==> src/rtl/ps2_pkg.sv <==
`default_nettype none
// ============================================================================
//  Module  : ps2_pkg
//  Purpose : Shared scan-code set 2 constants, decode state encoding and the
//            key lookup helper used by the PS/2 keyboard decoder.
//  Ports   : (package - no ports)
//  Rev     : 1.0  initial release
// ============================================================================
package ps2_pkg;

    // Scan-code set 2 prefixes and the codes the game cares about
    localparam logic [7:0] SC_EXT   = 8'hE0;
    localparam logic [7:0] SC_BRK   = 8'hF0;
    localparam logic [7:0] SC_ENTER = 8'h5A;
    localparam logic [7:0] SC_SPACE = 8'h29;
    localparam logic [7:0] SC_A     = 8'h1C;
    localparam logic [7:0] SC_D     = 8'h23;
    localparam logic [7:0] SC_W     = 8'h1D;
    localparam logic [7:0] SC_LEFT  = 8'h6B;
    localparam logic [7:0] SC_RIGHT = 8'h74;
    localparam logic [7:0] SC_UP    = 8'h75;

    // Index of each key in the held-bit vector
    localparam logic [2:0] K_ENTER  = 3'd0;
    localparam logic [2:0] K_SPACE  = 3'd1;
    localparam logic [2:0] K_WLEFT  = 3'd2;
    localparam logic [2:0] K_WRIGHT = 3'd3;
    localparam logic [2:0] K_WUP    = 3'd4;
    localparam logic [2:0] K_FLEFT  = 3'd5;
    localparam logic [2:0] K_FRIGHT = 3'd6;
    localparam logic [2:0] K_FUP    = 3'd7;

    typedef enum logic [1:0] {
        ST_IDLE    = 2'd0,
        ST_EXT     = 2'd1,
        ST_BRK     = 2'd2,
        ST_EXT_BRK = 2'd3
    } dec_state_t;

    // Returns {hit, index}. A code seen with the wrong extended flag is a miss;
    // Enter is accepted both with and without the E0 prefix (keypad Enter).
    function automatic logic [3:0] key_lookup(input logic [7:0] code, input logic ext);
        logic [3:0] r;
        r = 4'd0;
        case (code)
            SC_ENTER: r = {1'b1, K_ENTER};
            SC_SPACE: if (!ext) r = {1'b1, K_SPACE};
            SC_A:     if (!ext) r = {1'b1, K_WLEFT};
            SC_D:     if (!ext) r = {1'b1, K_WRIGHT};
            SC_W:     if (!ext) r = {1'b1, K_WUP};
            SC_LEFT:  if (ext)  r = {1'b1, K_FLEFT};
            SC_RIGHT: if (ext)  r = {1'b1, K_FRIGHT};
            SC_UP:    if (ext)  r = {1'b1, K_FUP};
            default:  r = 4'd0;
        endcase
        return r;
    endfunction

endpackage : ps2_pkg
`default_nettype wire

==> src/rtl/ps2_rx.sv <==
`default_nettype none
// ============================================================================
//  Module  : ps2_rx
//  Purpose : PS/2 frame receiver. Synchronises the raw PS/2 clock/data pins,
//            detects falling clock edges, shifts in an 11-bit frame, checks
//            start/parity/stop and drops stale partial frames on timeout.
//  Ports   : clk, rst_n           - system clock, async active-low reset
//            ps2_clk, ps2_data    - raw asynchronous PS/2 pins
//            byte_valid           - 1-cycle strobe, byte_data holds the byte
//            byte_data[7:0]       - last good received byte
//            frame_err            - 1-cycle strobe on a rejected frame
//  Rev     : 1.0  initial release
// ============================================================================
module ps2_rx #(
    parameter int unsigned TIMEOUT_CYCLES = 65000
) (
    input  logic       clk,
    input  logic       rst_n,
    input  logic       ps2_clk,
    input  logic       ps2_data,
    output logic       byte_valid,
    output logic [7:0] byte_data,
    output logic       frame_err
);

    localparam int unsigned    TO_W    = $clog2(TIMEOUT_CYCLES + 1);
    localparam logic [TO_W-1:0] TO_LAST = TO_W'(TIMEOUT_CYCLES - 1);

    logic [1:0]      clk_sync_q;
    logic [1:0]      dat_sync_q;
    logic            clk_prev_q;
    logic [3:0]      bit_cnt_q, bit_cnt_d;
    logic [TO_W-1:0] to_cnt_q, to_cnt_d;
    logic [7:0]      shift_q;
    logic            par_ok_q;
    logic            byte_valid_q;
    logic [7:0]      byte_data_q;
    logic            frame_err_q;

    logic w_fall;
    logic w_data;

    assign w_fall = clk_prev_q & ~clk_sync_q[1];
    assign w_data = dat_sync_q[1];

    // Bit position and inactivity timer. Bit 0 only advances on a low start bit.
    always_comb begin
        bit_cnt_d = bit_cnt_q;
        to_cnt_d  = to_cnt_q;
        if (w_fall) begin
            to_cnt_d = '0;
            if (bit_cnt_q == 4'd0) begin
                bit_cnt_d = w_data ? 4'd0 : 4'd1;
            end else if (bit_cnt_q == 4'd10) begin
                bit_cnt_d = 4'd0;
            end else begin
                bit_cnt_d = bit_cnt_q + 4'd1;
            end
        end else if (bit_cnt_q != 4'd0) begin
            if (to_cnt_q == TO_LAST) begin
                bit_cnt_d = 4'd0;
                to_cnt_d  = '0;
            end else begin
                to_cnt_d = to_cnt_q + TO_W'(1);
            end
        end else begin
            to_cnt_d = '0;
        end
    end

    always_ff @(posedge clk or negedge rst_n) begin
        if (!rst_n) begin
            clk_sync_q   <= 2'b11;
            dat_sync_q   <= 2'b11;
            clk_prev_q   <= 1'b1;
            bit_cnt_q    <= 4'd0;
            to_cnt_q     <= '0;
            shift_q      <= 8'd0;
            par_ok_q     <= 1'b0;
            byte_valid_q <= 1'b0;
            byte_data_q  <= 8'd0;
            frame_err_q  <= 1'b0;
        end else begin
            clk_sync_q   <= {clk_sync_q[0], ps2_clk};
            dat_sync_q   <= {dat_sync_q[0], ps2_data};
            clk_prev_q   <= clk_sync_q[1];
            bit_cnt_q    <= bit_cnt_d;
            to_cnt_q     <= to_cnt_d;
            byte_valid_q <= 1'b0;
            frame_err_q  <= 1'b0;
            if (w_fall) begin
                if (bit_cnt_q == 4'd0) begin
                    if (w_data) frame_err_q <= 1'b1;    // bad start bit
                end else if (bit_cnt_q <= 4'd8) begin
                    shift_q <= {w_data, shift_q[7:1]};  // LSB first
                end else if (bit_cnt_q == 4'd9) begin
                    par_ok_q <= ^{w_data, shift_q};     // odd parity -> XOR of all 9 is 1
                end else begin
                    if (w_data && par_ok_q) begin
                        byte_valid_q <= 1'b1;
                        byte_data_q  <= shift_q;
                    end else begin
                        frame_err_q  <= 1'b1;
                    end
                end
            end
        end
    end

    assign byte_valid = byte_valid_q;
    assign byte_data  = byte_data_q;
    assign frame_err  = frame_err_q;

endmodule : ps2_rx
`default_nettype wire

==> src/rtl/ps2_key_decoder.sv <==
`default_nettype none
// ============================================================================
//  Module  : ps2_key_decoder
//  Purpose : Decodes scan-code set 2 make/break sequences from a PS/2 keyboard
//            into Enter/Space pulses and held movement-key levels.
//  Ports   : clk, rst_n                          - clock, async active-low reset
//            ps2_clk, ps2_data                   - raw PS/2 pins
//            key_enter, key_space                - 1-cycle pulse on fresh make
//            fire_left/right/up                  - arrow keys held
//            water_left/right/up                 - A/D/W keys held
//            frame_err                           - 1-cycle pulse, rejected frame
//  Rev     : 1.0  initial release
// ============================================================================
module ps2_key_decoder
    import ps2_pkg::*;
#(
    parameter int unsigned TIMEOUT_CYCLES = 65000
) (
    input  logic clk,
    input  logic rst_n,
    input  logic ps2_clk,
    input  logic ps2_data,
    output logic key_enter,
    output logic key_space,
    output logic fire_left,
    output logic fire_right,
    output logic fire_up,
    output logic water_left,
    output logic water_right,
    output logic water_up,
    output logic frame_err
);

    logic       rx_valid;
    logic [7:0] rx_data;
    logic       rx_err;

    ps2_rx #(
        .TIMEOUT_CYCLES (TIMEOUT_CYCLES)
    ) u_rx (
        .clk        (clk),
        .rst_n      (rst_n),
        .ps2_clk    (ps2_clk),
        .ps2_data   (ps2_data),
        .byte_valid (rx_valid),
        .byte_data  (rx_data),
        .frame_err  (rx_err)
    );

    dec_state_t state_q;
    logic [7:0] held_q;
    logic       key_enter_q;
    logic       key_space_q;
    logic       frame_err_q;

    logic       w_prefix;   // byte is E0 or F0
    logic       w_event;    // byte completes a make or break
    logic       w_make;
    logic       w_ext;
    logic [3:0] w_lookup;
    logic       w_hit;
    logic [2:0] w_idx;

    always_comb begin
        w_prefix = (rx_data == SC_EXT) || (rx_data == SC_BRK);
        w_event  = rx_valid && !w_prefix;
        w_make   = (state_q == ST_IDLE) || (state_q == ST_EXT);
        w_ext    = (state_q == ST_EXT)  || (state_q == ST_EXT_BRK);
        w_lookup = key_lookup(rx_data, w_ext);
        w_hit    = w_event && w_lookup[3];
        w_idx    = w_lookup[2:0];
    end

    always_ff @(posedge clk or negedge rst_n) begin
        if (!rst_n) begin
            state_q     <= ST_IDLE;
            held_q      <= 8'd0;
            key_enter_q <= 1'b0;
            key_space_q <= 1'b0;
            frame_err_q <= 1'b0;
        end else begin
            frame_err_q <= rx_err;
            // A pulse fires only on the first make; typematic repeats see held=1.
            key_enter_q <= w_hit && w_make && (w_idx == K_ENTER) && !held_q[K_ENTER];
            key_space_q <= w_hit && w_make && (w_idx == K_SPACE) && !held_q[K_SPACE];
            if (w_hit) held_q[w_idx] <= w_make;

            if (rx_valid) begin
                case (state_q)
                    ST_IDLE: begin
                        if (rx_data == SC_EXT)      state_q <= ST_EXT;
                        else if (rx_data == SC_BRK) state_q <= ST_BRK;
                    end
                    ST_EXT: begin
                        if (rx_data == SC_BRK)      state_q <= ST_EXT_BRK;
                        else if (rx_data != SC_EXT) state_q <= ST_IDLE;
                    end
                    ST_BRK, ST_EXT_BRK: begin
                        // Stray prefixes inside a break sequence are ignored
                        if (!w_prefix)              state_q <= ST_IDLE;
                    end
                    default: state_q <= ST_IDLE;
                endcase
            end
        end
    end

    assign key_enter   = key_enter_q;
    assign key_space   = key_space_q;
    assign water_left  = held_q[K_WLEFT];
    assign water_right = held_q[K_WRIGHT];
    assign water_up    = held_q[K_WUP];
    assign fire_left   = held_q[K_FLEFT];
    assign fire_right  = held_q[K_FRIGHT];
    assign fire_up     = held_q[K_FUP];
    assign frame_err   = frame_err_q;

endmodule : ps2_key_decoder
`default_nettype wire

==> config.mk <==
export PLATFORM = sky130hd
export DESIGN_NAME = ps2_key_decoder
export DESIGN_NICKNAME = d
export VERILOG_FILES = /design/src/rtl/ps2_pkg.sv /design/src/rtl/ps2_rx.sv /design/src/rtl/ps2_key_decoder.sv
export SDC_FILE = /design/constraint.sdc
export NUM_CORES = 1
export LEC_CHECK = 0
export CAP_MARGIN = 20
export CORE_MARGIN = 2
export CORE_UTILIZATION = 35
export CTS_BUF_LIST = sky130_fd_sc_hd__clkbuf_8
export CTS_CLUSTER_SIZE = 10
export DETAILED_ROUTE_END_ITERATION = 16
export SLEW_MARGIN = 40
export SYNTH_ARGS = -nofsm -noshare
export SYNTH_HDL_FRONTEND = slang
export SYNTH_SLANG_ARGS = --single-unit
==> constraint.sdc <==
create_clock -name clk -period 2 [get_ports clk]
set_input_delay 0.3 -clock clk [delete_from_list [all_inputs] [get_ports clk]]
set_output_delay 0.3 -clock clk [all_outputs]
set_load 0.05 [all_outputs]
Word level (Yosys, flattened, before mapping)

Cells that the tools add are included.

Output and inout bits: 9
Bits in registers: 57
Input bits: 4
Logic and storage cells: 111

Bitwise logic cells: 5
Equal/unequal tests: 21
$add $sub $neg: 2
Order comparisons: 3
Reductions and logical operators: 28
Muxes and demuxes: 37

Operators by type and width:

| cell                                                       | count |
|---|---|
| two-way mux 16 bit                                         | 3 |
| two-way mux 4 bit                                          | 12 |
| == test 8 x 7 -> 1 bit, second input constant              | 4 |
| case mux 4 bit (8 select lines)                            | 1 |
| adder 16 x 1 -> 16 bit, second input constant              | 1 |
| == test 16 bit, second input constant                      | 1 |
| == test 8 x 5 -> 1 bit, second input constant              | 2 |
| == test 8 x 6 -> 1 bit, second input constant              | 2 |
| == test 8 bit, second input constant                       | 2 |
| two-way mux 1 bit                                          | 13 |
| two-way mux 2 bit                                          | 5 |
| logical AND 1 bit                                          | 9 |
| parity 9 bit                                               | 1 |
| bitwise mux 8 bit                                          | 1 |
| == test 4 bit, second input constant                       | 2 |
| inequality test 8 bit, second input constant               | 1 |
| AND reduction 4 bit                                        | 2 |
| case mux 2 bit (3 select lines)                            | 1 |
| AND reduction 5 bit                                        | 1 |
| adder 4 x 1 -> 4 bit, second input constant                | 1 |
| == test 2 bit, second input constant                       | 2 |
| <= comparator 4 bit, second input constant                 | 1 |
| logical NOT 4 bit                                          | 1 |
| less-than comparator 3 x 4 -> 1 bit, second input constant | 1 |
| 18 further kinds                                           | 26 |

Longest topological paths before layout

Depth in word-level cells: 9
Mapped depth: 7

Cells and area by module

A second synthesis with hierarchy kept.

Cell total of the unflattened synthesis: 249
Area, all modules: 2787.7 um^2

Modules (own cells, without submodules):

| module          | area an instance (um^2) | times used | seq. area each (um^2) | cells an instance |
|---|---|---|---|---|
| ps2_rx          | 1990.7                  | 1          | 1107.3                | 176 |
| ps2_key_decoder | 797.0                   | 1          | 325.3                 | 73 |

Worst setup path after synthesis

OpenSTA, ideal clock, no wires.

Path kind: reg2reg
Start: reg u_rx.byte_data_q[1], in the netlist u_rx.byte_data[1]
End: reg held_q[3]
Slack: 0.242 ns
Cell stages (with the launch flop): 6
Setup time: 0.080 ns
Arrival time: 1.678 ns
Required time: 1.920 ns
Clock period less this slack: 1.758 ns
Cells stage by stage: dfrtp_1 > or4b_1 > a311oi_2 > o21ai_2 > nor2b_2 > mux2i_1

Longest elaborated chain between the ends: 7

Ends and longest elaborated chain:

| item                                                                                                             | RTL line              | source |
|---|---|---|
| start, declared                                                                                                  | ps2_rx.sv:37          | `logic [7:0] byte_data_q;` |
| start signal, assigned                                                                                           | ps2_rx.sv:101         | `byte_data_q <= shift_q;` |
| == test 8 x 7 -> 1 bit, or another cell as far along                                                             | ps2_pkg.sv:45         | `case (code)` |
| case mux 4 bit (8 select lines)                                                                                  | ps2_pkg.sv:45         |  |
| less-than comparator 3 x 4 -> 1 bit (not written as such) / >= comparator 3 x 1 -> 1 bit (equally long branches) | ps2_key_decoder.sv:86 | `if (w_hit) held_q[w_idx] <= w_make;` |
| logical AND 1 bit (not written as such)                                                                          | ps2_key_decoder.sv:86 |  |
| two-way mux 1 bit (not written as such)                                                                          | ps2_key_decoder.sv:86 |  |
| demux 1 bit (select 3 bit)                                                                                       | ps2_key_decoder.sv:86 |  |
| bitwise mux 8 bit                                                                                                | ps2_key_decoder.sv:86 |  |
| end signal, assigned by index                                                                                    | ps2_key_decoder.sv:86 |  |
| end, declared                                                                                                    | ps2_key_decoder.sv:51 | `logic [7:0] held_q;` |

Several ways; a longest one is shown, not always the timed one.
A chain may end at the register's enable or synchronous reset.

Worst setup path in the final report

Start: reg u_rx.byte_data_q[3], in the netlist u_rx.byte_data[3]
End: reg held_q[3]

The elaborated chain is that of the path after synthesis.

==> results.yml <==
outcome:
  status: "completed"
placed_design:
  dp.cells: 359
  dpl_cell_area_um2: 2940
  io_buffers: 12
  gp_congestion: 0.809
  place_hpwl_mm: 3.17
yosys:
  netlist_instances: 248
  yosysSeqAreaShare_pct: 53.9
  syn_nets: 253
  syn_area_per_cell_um2: 10.7
  syn_area_um2: 2660
  synth_seq_cells: 57
  synth_warnings: 0
  ys_types: 43
final_layout:
  final_area_um2: 3130
  area_growth_pct: 17.8
  layout.nets: 277
  drive_above_1_share_pct: 14.5
  diodes: 0
  instances_no_fill: 375
sta:
  hold_viol_final: 0
  finClkSkew_ns: 0.00865
  slew_headroom_pct: 65.6
  setup_viol: 0
  tightest_slew_ns: 0.514
  worst_hold_slack_ns: 0.347
  drv_slew: 0
  period_minus_slack_ns: 1.87
  fin_crit_sh_pct: 93.5
  timing.fmax_mhz: 534
  finalSetupTns_ns: 0
  rsz0062_at_grt: "no"
cts:
  clkTransAtPathRegs_ns: 0.06
  cts_max_path_buffers: 2
  clock_latency_ns: 0.33
  cts_buffers: 9
  cts_tree: "yes"
  cts.htree.levels: 3
  clockRootBuffer: "clkbuf_8"
  cts_num_sinks: 57
floorplan:
  die_width_um: 91.1
  rows: 31
  initial_core_util_pct: 36.4
  die_area_um2: 8310
  die_h_um: 91.1
  pin_count: 13
  fp.coreArea_um2: 7290
routing:
  ant_nets: 0
  totalWireLength_mm: 4.73
  dr.pass1.iters: 4
  avgRoutedWirePerCell_um: 12.6
  first_iter_violations: 96
  via_count: 1842
  via_per_inst: 4.91
  drc: 0
global_routing:
  grt_pass1_wl_mm: 8.40
  grt_pass1_vias: 1787
  grtUsageTotal_pct: 12.7
  antenna_found_initial: 0
  grt_overflow: 0
  grt_max_degree: 39
setup_path:
  cpPeakStageDelay_ns: 0.55
  cp_data_arrival_time_ns: 2.12
  critPathSlowestCell: "or4b_1"
  cp-start-kind: "flop"
  critPathCaptureType: "flop"
  path_cells: "or4b_1 -> a311oi_2 -> o21ai_2 -> nor2b_2 -> mux2i_1"
  critical_path_required_ns: 2.25
  path_class: "reg -> reg"
  worst-path-max-fanout: 8
power_and_ir_drop:
  power.total_uw: 3160
  leakage_uw: 0.00132
  vdd_drop_max_mv: 0.555
  p_per_area_nw_per_um2: 1010
hold_path:
  hp-class: "reg -> reg"
run:
  maxCapViolations: 0
[placed cells by master, fill, tap and decap left out, types with 2 or more instances in the layout]
cell / count
mux2_2: 5
o21ai_0: 10
nand4_1: 4
clkinv_2: 3
o31ai_1: 2
dfrtp_2: 2
dfrtp_1: 50
nand2_1: 15
a31oi_1: 2
nor3_1: 6
and3_1: 3
dfstp_2: 5
mux2_1: 10
clkbuf_8: 9
o21ai_1: 4
nor2b_1: 2
clkdlybuf4s50_1: 11
buf_4: 8
nand2b_1: 5
nor3b_1: 3
nand3_1: 10
or4b_1: 2
a21oi_1: 8
xnor2_1: 13
nor4b_1: 2
nor2_1: 26
o31a_1: 2
nand4bb_1: 2
inv_1: 12
nor4_1: 7
mux2i_1: 5
xor2_1: 9
[worst paths after layout]
path,endpoint,slack (ns),cells past startpoint,start
min reg2reg,frame_err,0.35,0,u_rx.frame_err
min in group asynchronous,u_rx.shift_q[2],0.47,2,rst_n
min,frame_err,0.35,0,u_rx.frame_err
max in group asynchronous,u_rx.byte_data[6],0.96,3,rst_n
max,held_q[3],0.13,5,u_rx.byte_data[3]
max reg2reg,held_q[3],0.13,5,u_rx.byte_data[3]
[state kept, by name, indices dropped and copies added, names as in the netlist]
| signal | count |
|---|---|
| u_rx.shift_q | 8 |
| frame_err | 1 |
| u_rx.par_ok_q | 1 |
| u_rx.bit_cnt_q | 4 |
| u_rx.dat_sync_q | 2 |
| u_rx.frame_err | 1 |
| u_rx.byte_data | 8 |
| u_rx.clk_sync_q | 2 |
| key_space | 1 |
| u_rx.to_cnt_q | 16 |
| u_rx.byte_valid | 1 |
| u_rx.clk_prev_q | 1 |
| state_q | 2 |
| held_q | 8 |
| key_enter | 1 |
[metrics by stage]
| step | util (%) | setup slack, ns |
|---|---|---|
| floorplan | - | 0.242 |
| global placement | 40.3 | 0.140 |
| detailed placement | 40.3 | 0.129 |
| CTS | 42.8 | 0.101 |
| global route | 42.9 | 0.00242 |
| finish | 42.9 | 0.129 |
[cell type report]
class / count / area (um2)
clock buffer: 9 / 124
clock inverter: 6 / 52.6
fill: 741 / 4160
inverter: 10 / 37.5
multi-input combinational: 172 / 1150
sequential: 57 / 1440
tap: 99 / 124
timing repair buffer: 22 / 205
[routing by layer]
| metal | vias up | global-route usage [%] | part of all wire [%] |
|---|---|---|---|
| li1 | 921 | - | - |
| met5 | - | 0 | 0 |
| met4 | 0 | 3.41 | 1.0 |
| met2 | 31 | 19.2 | 45 |
| met3 | 7 | 5.73 | 3.8 |
| met1 | 883 | 16.5 | 50 |
[timing repair]
action / 4_1_cts / 5_1_grt
hold buffers: 1 / 0
buffers inserted: 0 / 0
endpoints found under the hold margin: 14 / 0
setup endpoints to repair: 0 / 5
resized for setup: 0 / 3
[cells in the mapped netlist]
library cell,count,area share [%]
dfrtp_1,52,49
nor2_1,26,3.7
nand2_1,15,2.1
xnor2_1,13,4.3
inv_1,10,1.4
mux2_1,10,4.2
nand3_1,10,1.9
o21ai_0,10,1.9
xor2_1,9,3.0
a21oi_1,8,1.5
nor4_1,8,1.9
nor3_1,6,1.1
buf_2,5,0.94
dfstp_2,5,4.9
mux2_2,5,2.1
mux2i_1,5,1.9
nand2b_1,5,1.2
clkbuf_1,4,0.56
nand4_1,4,0.94
o21ai_1,4,0.75
and3_1,3,0.71
nor3b_1,3,0.85
a31oi_1,2,0.47
nand4bb_1,2,0.85
nor2b_1,2,0.47
nor4b_1,2,0.66
o31a_1,2,0.66
o31ai_1,2,0.56
or4b_1,2,0.75
a21o_1,1,0.28
a311oi_2,1,0.56
and2_1,1,0.24
ha_1,1,0.47
nand3b_1,1,0.28
nand4b_1,1,0.33
nor2b_2,1,0.33
o21a_1,1,0.28
o21ai_2,1,0.33
o221ai_1,1,0.33
o41a_1,1,0.42
o41ai_1,1,0.33
or3_1,1,0.24
or3b_2,1,0.33
[worst max-delay path, delay by kind of cell (launching register included)]
| family | cells | cell delay, ns |
|---|---|---|
| and+or+nand+nor | 2 | 0.69 |
| AOI/OAI and AO/OA | 2 | 0.49 |
| DFF | 1 | 0.44 |
| muxes | 1 | 0.18 |
[cells by family (layout without fill, tap and decap cells)]
| family | after synthesis | after routing | share of synthesized area, % |
|---|---|---|---|
| simple gates | 94 | 94 | 18.8 |
| mux | 20 | 20 | 8.24 |
| compound gates | 35 | 35 | 8.38 |
| flops | 57 | 57 | 53.9 |
| xor+xnor | 22 | 22 | 7.25 |
| buf+inv | 19 | 47 | 2.92 |
| fa+ha+maj | 1 | 1 | 0.471 |
[power breakdown]
part / total [uW] / switching [uW] / internal [uW]
registers: 1460 / 158 / 1300
logic: 720 / 359 / 361
clock network: 983 / 431 / 552
Note: power is estimated with default switching activity, not from simulation.
